**src/rtl/decode_pkg.sv**
```systemverilog
// rtl/decode_pkg.sv - opcodes, enums and the decoded packet type for the decode stage
package decode_pkg;

  localparam logic [6:0] OPC_OP     = 7'b0110011;
  localparam logic [6:0] OPC_OP_IMM = 7'b0010011;
  localparam logic [6:0] OPC_LOAD   = 7'b0000011;
  localparam logic [6:0] OPC_STORE  = 7'b0100011;
  localparam logic [6:0] OPC_BRANCH = 7'b1100011;
  localparam logic [6:0] OPC_LUI    = 7'b0110111;
  localparam logic [6:0] OPC_AUIPC  = 7'b0010111;
  localparam logic [6:0] OPC_JAL    = 7'b1101111;
  localparam logic [6:0] OPC_JALR   = 7'b1100111;

  // The packet carries the widest PC we support; the stage truncates to PC_W.
  localparam int PC_MAX_W = 32;

  localparam logic [6:0] FUNCT7_BASE = 7'b0000000;
  localparam logic [6:0] FUNCT7_ALT  = 7'b0100000;

  typedef enum logic [1:0] {
    FU_ALU    = 2'b00,
    FU_BRANCH = 2'b01,
    FU_LSU    = 2'b10
  } fu_type_e;

  typedef enum logic [1:0] {
    ALUOP_ADD    = 2'b00,
    ALUOP_BRANCH = 2'b01,
    ALUOP_OP     = 2'b10,
    ALUOP_PASS   = 2'b11
  } alu_op_e;

  typedef struct packed {
    logic [PC_MAX_W-1:0] pc;
    logic [4:0]          rs1;
    logic [4:0]          rs2;
    logic [4:0]          rd;
    logic [31:0]         imm;
    logic                alu_src;
    logic                branch;
    logic                mem_read;
    logic                mem_write;
    logic                reg_write;
    alu_op_e             alu_op;
    fu_type_e            fu_type;
    logic [2:0]          funct3;
    logic                funct7b5;
    logic                illegal;
  } decoded_t;

  function automatic logic [31:0] sext12(input logic [11:0] v);
    return {{20{v[11]}}, v};
  endfunction

endpackage

```
**src/rtl/decode_stage_if.sv**
```systemverilog
// rtl/decode_stage_if.sv - fetch-side and rename-side handshake bundle of the decode stage
interface decode_stage_if #(
  parameter int XLEN = 32,
  parameter int PC_W = 9
);

  logic [31:0]     instruction;
  logic [PC_W-1:0] i_pc;
  logic            i_valid;
  logic            o_ready;
  logic            i_ready;
  logic            o_valid;
  logic [PC_W-1:0] o_pc;
  logic [4:0]      rs1;
  logic [4:0]      rs2;
  logic [4:0]      rd;
  logic [XLEN-1:0] immediate;
  logic            ALUsrc;
  logic            Branch;
  logic            Memread;
  logic            Memwrite;
  logic            Regwrite;
  logic [1:0]      ALUOp;
  logic [1:0]      FUtype;
  logic [2:0]      funct3;
  logic            funct7b5;
  logic            illegal;

  modport slave (
    input  instruction, i_pc, i_valid, i_ready,
    output o_ready, o_valid, o_pc, rs1, rs2, rd, immediate,
           ALUsrc, Branch, Memread, Memwrite, Regwrite,
           ALUOp, FUtype, funct3, funct7b5, illegal
  );

  modport master (
    output instruction, i_pc, i_valid, i_ready,
    input  o_ready, o_valid, o_pc, rs1, rs2, rd, immediate,
           ALUsrc, Branch, Memread, Memwrite, Regwrite,
           ALUOp, FUtype, funct3, funct7b5, illegal
  );

endinterface

```
**src/rtl/instr_decode.sv**
```systemverilog
// rtl/instr_decode.sv - combinational RV32I instruction to decoded_t translation
module instr_decode
  import decode_pkg::*;
#(
  parameter int PC_W = 9
) (
  input  logic [31:0]     instruction,
  input  logic [PC_W-1:0] pc,
  output decoded_t        dec
);

  logic [6:0]  opcode;
  logic [2:0]  f3;
  logic [6:0]  f7;
  logic [31:0] imm_i, imm_s, imm_b, imm_u, imm_j;
  logic        legal;
  logic        use_rs1, use_rs2, use_rd, keep_f3;
  decoded_t    d;

  assign opcode = instruction[6:0];
  assign f3     = instruction[14:12];
  assign f7     = instruction[31:25];

  assign imm_i = sext12(instruction[31:20]);
  assign imm_s = sext12({instruction[31:25], instruction[11:7]});
  assign imm_b = {{19{instruction[31]}}, instruction[31], instruction[7],
                  instruction[30:25], instruction[11:8], 1'b0};
  assign imm_u = {instruction[31:12], 12'b0};
  assign imm_j = {{11{instruction[31]}}, instruction[31], instruction[19:12],
                  instruction[20], instruction[30:21], 1'b0};

  always_comb begin
    d        = '0;
    d.pc     = PC_MAX_W'(pc);
    legal    = 1'b1;
    use_rs1  = 1'b0;
    use_rs2  = 1'b0;
    use_rd   = 1'b0;
    keep_f3  = 1'b1;

    case (opcode)
      OPC_OP: begin
        legal      = (f7 == FUNCT7_BASE) ||
                     ((f7 == FUNCT7_ALT) && ((f3 == 3'b000) || (f3 == 3'b101)));
        use_rs1    = 1'b1;
        use_rs2    = 1'b1;
        use_rd     = 1'b1;
        d.alu_op   = ALUOP_OP;
        d.fu_type  = FU_ALU;
        d.funct7b5 = instruction[30];
      end
      OPC_OP_IMM: begin
        legal      = !((f3 == 3'b001) && (f7 != FUNCT7_BASE)) &&
                     !((f3 == 3'b101) && (f7 != FUNCT7_BASE) && (f7 != FUNCT7_ALT));
        use_rs1    = 1'b1;
        use_rd     = 1'b1;
        d.alu_src  = 1'b1;
        d.alu_op   = ALUOP_OP;
        d.fu_type  = FU_ALU;
        d.imm      = imm_i;
        // Only the right-shift family distinguishes SRLI/SRAI via bit 30.
        d.funct7b5 = (f3 == 3'b101) ? instruction[30] : 1'b0;
      end
      OPC_LOAD: begin
        legal      = !((f3 == 3'b011) || (f3 == 3'b110) || (f3 == 3'b111));
        use_rs1    = 1'b1;
        use_rd     = 1'b1;
        d.alu_src  = 1'b1;
        d.mem_read = 1'b1;
        d.fu_type  = FU_LSU;
        d.imm      = imm_i;
      end
      OPC_STORE: begin
        legal       = (f3 <= 3'b010);
        use_rs1     = 1'b1;
        use_rs2     = 1'b1;
        d.alu_src   = 1'b1;
        d.mem_write = 1'b1;
        d.fu_type   = FU_LSU;
        d.imm       = imm_s;
      end
      OPC_BRANCH: begin
        legal     = !((f3 == 3'b010) || (f3 == 3'b011));
        use_rs1   = 1'b1;
        use_rs2   = 1'b1;
        d.branch  = 1'b1;
        d.alu_op  = ALUOP_BRANCH;
        d.fu_type = FU_BRANCH;
        d.imm     = imm_b;
      end
      OPC_LUI: begin
        use_rd    = 1'b1;
        keep_f3   = 1'b0;
        d.alu_src = 1'b1;
        d.alu_op  = ALUOP_PASS;
        d.fu_type = FU_ALU;
        d.imm     = imm_u;
      end
      OPC_AUIPC: begin
        use_rd    = 1'b1;
        keep_f3   = 1'b0;
        d.alu_src = 1'b1;
        d.alu_op  = ALUOP_ADD;
        d.fu_type = FU_ALU;
        d.imm     = imm_u;
      end
      OPC_JAL: begin
        use_rd    = 1'b1;
        keep_f3   = 1'b0;
        d.alu_src = 1'b1;
        d.branch  = 1'b1;
        d.fu_type = FU_BRANCH;
        d.imm     = imm_j;
      end
      OPC_JALR: begin
        legal     = (f3 == 3'b000);
        use_rs1   = 1'b1;
        use_rd    = 1'b1;
        d.alu_src = 1'b1;
        d.branch  = 1'b1;
        d.fu_type = FU_BRANCH;
        d.imm     = imm_i;
      end
      default: legal = 1'b0;
    endcase

    d.rs1       = use_rs1 ? instruction[19:15] : 5'd0;
    d.rs2       = use_rs2 ? instruction[24:20] : 5'd0;
    d.rd        = use_rd  ? instruction[11:7]  : 5'd0;
    d.funct3    = keep_f3 ? f3 : 3'b000;
    d.reg_write = use_rd && (instruction[11:7] != 5'd0);

    // Illegal packets keep only their PC so commit can still trap precisely.
    if (!legal) begin
      d         = '0;
      d.pc      = PC_MAX_W'(pc);
      d.illegal = 1'b1;
    end
  end

  assign dec = d;

endmodule

```
**src/rtl/decode_stage.sv**
```systemverilog
// rtl/decode_stage.sv - RV32I decode stage with a 2-entry registered skid buffer
module decode_stage
  import decode_pkg::*;
#(
  parameter int XLEN = 32,
  parameter int PC_W = 9
) (
  input logic           clk,
  input logic           rst,
  input logic           flush,
  decode_stage_if.slave bus
);

  if (XLEN != 32) begin : g_xlen_check
    $error("decode_stage: XLEN must be 32");
  end
  if (PC_W > PC_MAX_W) begin : g_pc_check
    $error("decode_stage: PC_W exceeds PC_MAX_W");
  end

  typedef enum logic [1:0] {
    CNT_0 = 2'd0,
    CNT_1 = 2'd1,
    CNT_2 = 2'd2
  } count_e;

  count_e   count_q, count_d;
  decoded_t dec;
  decoded_t head_q, tail_q;
  logic     push, pop;
  logic     load_head, shift_tail, load_tail;

  instr_decode #(.PC_W(PC_W)) u_instr_decode (
    .instruction (bus.instruction),
    .pc          (bus.i_pc),
    .dec         (dec)
  );

  // o_ready depends only on local state, never on i_ready.
  assign bus.o_ready = (count_q != CNT_2) && !rst;
  assign bus.o_valid = (count_q != CNT_0);

  assign push = bus.i_valid && bus.o_ready && !flush;
  assign pop  = bus.o_valid && bus.i_ready;

  always_ff @(posedge clk) begin
    if (rst) begin
      count_q <= CNT_0;
    end else begin
      count_q <= count_d;
    end
  end

  always_comb begin
    count_d    = count_q;
    load_head  = 1'b0;
    shift_tail = 1'b0;
    load_tail  = 1'b0;
    if (flush) begin
      count_d = CNT_0;
    end else begin
      case (count_q)
        CNT_0: begin
          if (push) begin
            load_head = 1'b1;
            count_d   = CNT_1;
          end
        end
        CNT_1: begin
          case ({push, pop})
            2'b11: load_head = 1'b1;
            2'b10: begin
              load_tail = 1'b1;
              count_d   = CNT_2;
            end
            2'b01: count_d = CNT_0;
            default: ;
          endcase
        end
        CNT_2: begin
          if (pop) begin
            shift_tail = 1'b1;
            if (push) begin
              load_tail = 1'b1;
            end else begin
              count_d = CNT_1;
            end
          end
        end
        default: count_d = CNT_0;
      endcase
    end
  end

  always_ff @(posedge clk) begin
    if (rst) begin
      head_q <= '0;
      tail_q <= '0;
    end else begin
      if (load_head) begin
        head_q <= dec;
      end else if (shift_tail) begin
        head_q <= tail_q;
      end
      if (load_tail) begin
        tail_q <= dec;
      end
    end
  end

  assign bus.o_pc      = head_q.pc[PC_W-1:0];
  assign bus.rs1       = head_q.rs1;
  assign bus.rs2       = head_q.rs2;
  assign bus.rd        = head_q.rd;
  assign bus.immediate = head_q.imm;
  assign bus.ALUsrc    = head_q.alu_src;
  assign bus.Branch    = head_q.branch;
  assign bus.Memread   = head_q.mem_read;
  assign bus.Memwrite  = head_q.mem_write;
  assign bus.Regwrite  = head_q.reg_write;
  assign bus.ALUOp     = head_q.alu_op;
  assign bus.FUtype    = head_q.fu_type;
  assign bus.funct3    = head_q.funct3;
  assign bus.funct7b5  = head_q.funct7b5;
  assign bus.illegal   = head_q.illegal;

endmodule

```
**src/flat_wrapper.sv**
```systemverilog
// flat-port wrapper written by rule: the top's interface ports become plain ports
module decode_stage_flat import decode_pkg::*;
#(
  parameter int XLEN = 32,
  parameter int PC_W = 9
)
  (clk, rst, flush, bus_instruction, bus_i_pc, bus_i_valid, bus_i_ready, bus_o_ready, bus_o_valid, bus_o_pc, bus_rs1, bus_rs2, bus_rd, bus_immediate, bus_ALUsrc, bus_Branch, bus_Memread, bus_Memwrite, bus_Regwrite, bus_ALUOp, bus_FUtype, bus_funct3, bus_funct7b5, bus_illegal);
  decode_stage_if #(.XLEN(XLEN), .PC_W(PC_W)) bus_i ();
  input logic clk;
  input logic rst;
  input logic flush;
  input wire logic [$bits(bus_i.instruction)-1:0] bus_instruction;
  input wire logic [$bits(bus_i.i_pc)-1:0] bus_i_pc;
  input wire logic [$bits(bus_i.i_valid)-1:0] bus_i_valid;
  input wire logic [$bits(bus_i.i_ready)-1:0] bus_i_ready;
  output wire logic [$bits(bus_i.o_ready)-1:0] bus_o_ready;
  output wire logic [$bits(bus_i.o_valid)-1:0] bus_o_valid;
  output wire logic [$bits(bus_i.o_pc)-1:0] bus_o_pc;
  output wire logic [$bits(bus_i.rs1)-1:0] bus_rs1;
  output wire logic [$bits(bus_i.rs2)-1:0] bus_rs2;
  output wire logic [$bits(bus_i.rd)-1:0] bus_rd;
  output wire logic [$bits(bus_i.immediate)-1:0] bus_immediate;
  output wire logic [$bits(bus_i.ALUsrc)-1:0] bus_ALUsrc;
  output wire logic [$bits(bus_i.Branch)-1:0] bus_Branch;
  output wire logic [$bits(bus_i.Memread)-1:0] bus_Memread;
  output wire logic [$bits(bus_i.Memwrite)-1:0] bus_Memwrite;
  output wire logic [$bits(bus_i.Regwrite)-1:0] bus_Regwrite;
  output wire logic [$bits(bus_i.ALUOp)-1:0] bus_ALUOp;
  output wire logic [$bits(bus_i.FUtype)-1:0] bus_FUtype;
  output wire logic [$bits(bus_i.funct3)-1:0] bus_funct3;
  output wire logic [$bits(bus_i.funct7b5)-1:0] bus_funct7b5;
  output wire logic [$bits(bus_i.illegal)-1:0] bus_illegal;
  assign bus_i.instruction = bus_instruction;
  assign bus_i.i_pc = bus_i_pc;
  assign bus_i.i_valid = bus_i_valid;
  assign bus_i.i_ready = bus_i_ready;
  assign bus_o_ready = bus_i.o_ready;
  assign bus_o_valid = bus_i.o_valid;
  assign bus_o_pc = bus_i.o_pc;
  assign bus_rs1 = bus_i.rs1;
  assign bus_rs2 = bus_i.rs2;
  assign bus_rd = bus_i.rd;
  assign bus_immediate = bus_i.immediate;
  assign bus_ALUsrc = bus_i.ALUsrc;
  assign bus_Branch = bus_i.Branch;
  assign bus_Memread = bus_i.Memread;
  assign bus_Memwrite = bus_i.Memwrite;
  assign bus_Regwrite = bus_i.Regwrite;
  assign bus_ALUOp = bus_i.ALUOp;
  assign bus_FUtype = bus_i.FUtype;
  assign bus_funct3 = bus_i.funct3;
  assign bus_funct7b5 = bus_i.funct7b5;
  assign bus_illegal = bus_i.illegal;
  decode_stage #(.XLEN(XLEN), .PC_W(PC_W)) u_core (.clk(clk), .rst(rst), .flush(flush), .bus(bus_i));
endmodule
```
**config.mk**
```make
export PLATFORM = sky130hd
export DESIGN_NAME = decode_stage_flat
export DESIGN_NICKNAME = d
export VERILOG_FILES = /design/src/rtl/decode_pkg.sv /design/src/rtl/decode_stage_if.sv /design/src/rtl/instr_decode.sv /design/src/rtl/decode_stage.sv /design/src/flat_wrapper.sv
export SDC_FILE = /design/constraint.sdc
export NUM_CORES = 1
export LEC_CHECK = 0
export BUFFER_PORTS_ARGS = -buffer_cell sky130_fd_sc_hd__buf_2
export CORE_AREA = 3 3 115 117
export CTS_BUF_LIST = sky130_fd_sc_hd__clkbuf_8
export DETAILED_ROUTE_END_ITERATION = 7
export DIE_AREA = 0 0 118 120
export PLACE_DENSITY_LB_ADDON = 0.25
export SYNTH_ARGS = -nofsm -noshare
export SYNTH_HDL_FRONTEND = slang
export SYNTH_SLANG_ARGS = --single-unit
```
**constraint.sdc**
```tcl
create_clock -name clk -period 2.2 [get_ports clk]
set_input_delay 0.22 -clock clk [delete_from_list [all_inputs] [get_ports clk]]
set_output_delay 0.22 -clock clk [all_outputs]
set_load 0.005 [all_outputs]
```
==> results.md <==
- R2r worst-path depth: 8
- Crit path kind: flip-flop to flip-flop
- Post-Syn Instances: approximately 700
- DRT iter0 DRCs: between 400 and 500
- GRT Total Usage: 0.248
- Worst-Margin Slew: approximately 0.80 ns
- Fin nets: approximately 880
- Power Density: 657 nW/um^2
- Critical Path, Cell by Cell: inv_1 -> ha_2 -> or4b_4 -> buf_6 -> o21ai_4 -> clkbuf_16 -> a21oi_1 -> a31o_2
- Filler cells: 1056
- Design area: 7800 um^2
- Grt ovf: 0
- Num CTS Buffers: 17
- DRT Pass-1 Iters: 5
- RR Endpoint: u_core.bus.immediate[9]$_SDFFE_PP0P_
- Clock Tree Buf Depth: 2
- Max_slew headroom: 0.469
- Post-synth net total: 754
- Total wire length: 18100 um
- Top cells by count, synth: dfxtp_1 (142), nand2_1 (126), a21oi_1 (68)
- Vias in the first global route: around 5700
- Max cap viols: 0
- Status: completed
- Largest cells by area after synthesis: dfxtp_1 (45%), nand2_1 (7.5%), a21oi_1 (5.4%)
- Cell Area, Synth: 6330 um^2
- Sequential area share after synthesis: 0.449
- Slowest cell delay on critical path: 0.57 ns
- I/O pins: ~120
- Hold Path Stages: 3
- Hold WC Path Type: primary input to flip-flop
- Final hold violation count: 0
- Worst Hold End: u_core.tail_q[63]$_SDFFE_PP0P_
- Post-synth top area cell: dfxtp_1
- Drc violations: 0
- Critical path launch point type: flip-flop
- GPL Wtd Cong: 0.908
- Final Skew: 0.00970 ns
- Die Width: 118 um
- CTS clk-pin slew, worst paths: ~0.07 ns
- Antenna violations before repair: 0
- DP Wirelength: 12400 um
- Leak pwr: about 0.0031 uW
- Setup ws final: 0.0404 ns
- Vias per cell: between 5 and 6
- Maximum VDD drop: ~470 uV
- Worst-path fanout max: 6
- Worst setup EP type: flip-flop
- Post-layout util: 0.625
- Floorplan row count: 41
- Fin crit share: 0.982
- Diode count: 0
- Initial Util: 0.508
- ANT nets after route: 0
- Die Area: approximately 14000 um^2
- Place WS: -0.0540 ns
- Tmin final: 2.16 ns
- CP required: 2.54 ns
- Fmax: around 460 MHz
- Synth-to-Final Area Change: 23.1%
- WL per Instance: 17.9 um
- Reg-to-Reg Start: u_core.count_q[0]$_SDFFE_PP0P_
- Clock root cell: clkbuf_8
- Worst Hold Launch: bus_i_pc[2]
- Core ar.: roughly 12000 um^2
- Global-route wire length before repair: 28500 um
- Share of cells above drive strength 1: 0.311
- Sinks on the clock net: between 100 and 150
- DR vias: between 5000 and 6000
- Syn Area/Cell: 8.99 um^2
- Post-place instance area: between 7000 and 8000 um^2
- Most common cell in the netlist: dfxtp_1
- Die Y: 120 um
- Power, Total: just over 5000 uW
- Yosys warns: 0
- Synth Register Bits: 142
- Top cell type's share of synthesized area: 0.449
- Clk_lat worst skew: between 0.4 and 0.5 ns
- Top_reg_cell synth: dfxtp_1
- Post-synth EDFFs: 0
- CTS H-Tree Depth: 4
- Final Max Slew Viols: 0
- R2R Setup Slk: 0.04 ns
- Final setup viols: 0
- Async set-reset flop share out of synthesis: 0
- Arrival time of the worst setup path: 2.50 ns
- Netlist cell types: 67
- Pin count of the biggest net entering global routing: 51
- IO Port Bufs: 117
- Critical Path Slowest Stage Cell: or4b_4
- TritonCTS clock tree: yes
## routing by layer
layer,up-vias,routed length [um],global-route usage
li1,2810,-,-
met1,2862,7950,0.315
met2,204,8670,0.418
met3,37,1040,0.0490
met4,0,416,0.0982
met5,-,0,0
## critical path: cells and delay by family, from the launching register on
family | cells | cell delay, ns
compound gates | 3 | 0.52
fa+ha+maj | 1 | 0.20
simple gates | 1 | 0.57
buf+inv | 3 | 0.44
flops | 1 | 0.33
## registers in the layout, summed over array words and instances (netlist names)
name	count
u_core.bus.rs2	5
u_core.bus.immediate	32
u_core.bus.ALUsrc	1
u_core.count_q	2
u_core.bus.Branch	1
u_core.bus.FUtype	2
u_core.bus.o_pc	9
u_core.bus.Memwrite	1
u_core.bus.rd	5
u_core.bus.funct7b5	1
u_core.bus.Memread	1
u_core.bus.ALUOp	2
u_core.bus.Regwrite	1
u_core.bus.illegal	1
u_core.bus.funct3	3
u_core.tail_q	70
u_core.bus.rs1	5
## report_power, final
part | total [uW] | switching (uW) | leakage, uW | internal [uW]
Clock | 1980 | 929 | 0.000198 | 1050
Combinational | 520 | 299 | 0.00176 | 221
Sequential | 2620 | 18.8 | 0.00115 | 2600
## final cells by class
class                      count  area, um^2  share of cell area
tap                          172         215              0.0276
inverter                       6        22.5             0.00289
multi-input combinational    498        3240               0.415
clock inverter                 7        62.6             0.00802
sequential                   142        2850               0.365
clock buffer                  23         317              0.0406
timing repair buffer         162        1100               0.141
## logic make-up after synthesis
logic type	count (synthesis)	synth area share
simple gates	218	0.170
flops	142	0.449
compound gates	257	0.289
mux	19	0.0308
fa+ha+maj	4	0.00790
buf+inv	64	0.0539
## worst max-delay path by stage
stage | from | to | slack (ns) | cells after the start
6_report | u_core.count_q[0]$_SDFFE_PP0P_ | u_core.bus.immediate[9]$_SDFFE_PP0P_ | 0.04 | 8
5_1_grt | u_core.count_q[0]$_SDFFE_PP0P_ | u_core.bus.immediate[9]$_SDFFE_PP0P_ | -0.005 | 8
4_1_cts | u_core.count_q[0]$_SDFFE_PP0P_ | u_core.tail_q[39]$_SDFFE_PP0P_ | 0.01 | 10
3_5_place_dp | u_core.count_q[0]$_SDFFE_PP0P_ | u_core.bus.immediate[5]$_SDFFE_PP0P_ | -0.05 | 8
3_3_place_gp | u_core.count_q[0]$_SDFFE_PP0P_ | u_core.bus.rd[2]$_SDFFE_PP0P_ | 0.04 | 8
2_1_floorplan | u_core.count_q[0]$_SDFFE_PP0P_ | u_core.bus.immediate[31]$_SDFFE_PP0P_ | 0.11 | 8
## placed cells by master (no fill, tap or decap), types with 3 or more instances in the layout
cell,n
o2111ai_1,4
buf_2,117
a211oi_2,32
buf_4,29
a21oi_1,68
nor3_1,3
o21ai_1,17
nand2_1,126
nand4b_1,3
mux2i_1,18
inv_1,7
and2_0,6
nand2b_1,3
dfxtp_1,140
o22ai_1,18
buf_12,10
ha_1,3
clkbuf_8,23
a41o_1,6
a32o_1,12
nor2_1,19
a21o_1,5
a22oi_1,14
and2_1,22
o21ai_0,37
nand3_1,8
a2111oi_0,3
and3_1,4
a31o_2,12
a211oi_1,14
buf_6,3
## through the flow
stage               hold WS [ns]  setup TNS, ns  std cells
global route              0.0110        -0.0154       1010
global placement           0.434              0        974
CTS                     0.000463              0       1005
floorplan                  0.310              0        704
finish                    0.0288              0       1010
detailed placement         0.441         -0.720        974
## repair_timing
| item | 4_1_cts | 5_1_grt |
|---|---|---|
| buffers inserted | 0 | 2 |
| hold buffers | 1 | 0 |
| pin swaps | 0 | 3 |
| setup endpoints to repair | 96 | 109 |
| hold endpoints to repair | 1 | 0 |
| gates cloned | 0 | 3 |
| gates resized for setup | 4 | 25 |
(Power assumes the default switching activity.)
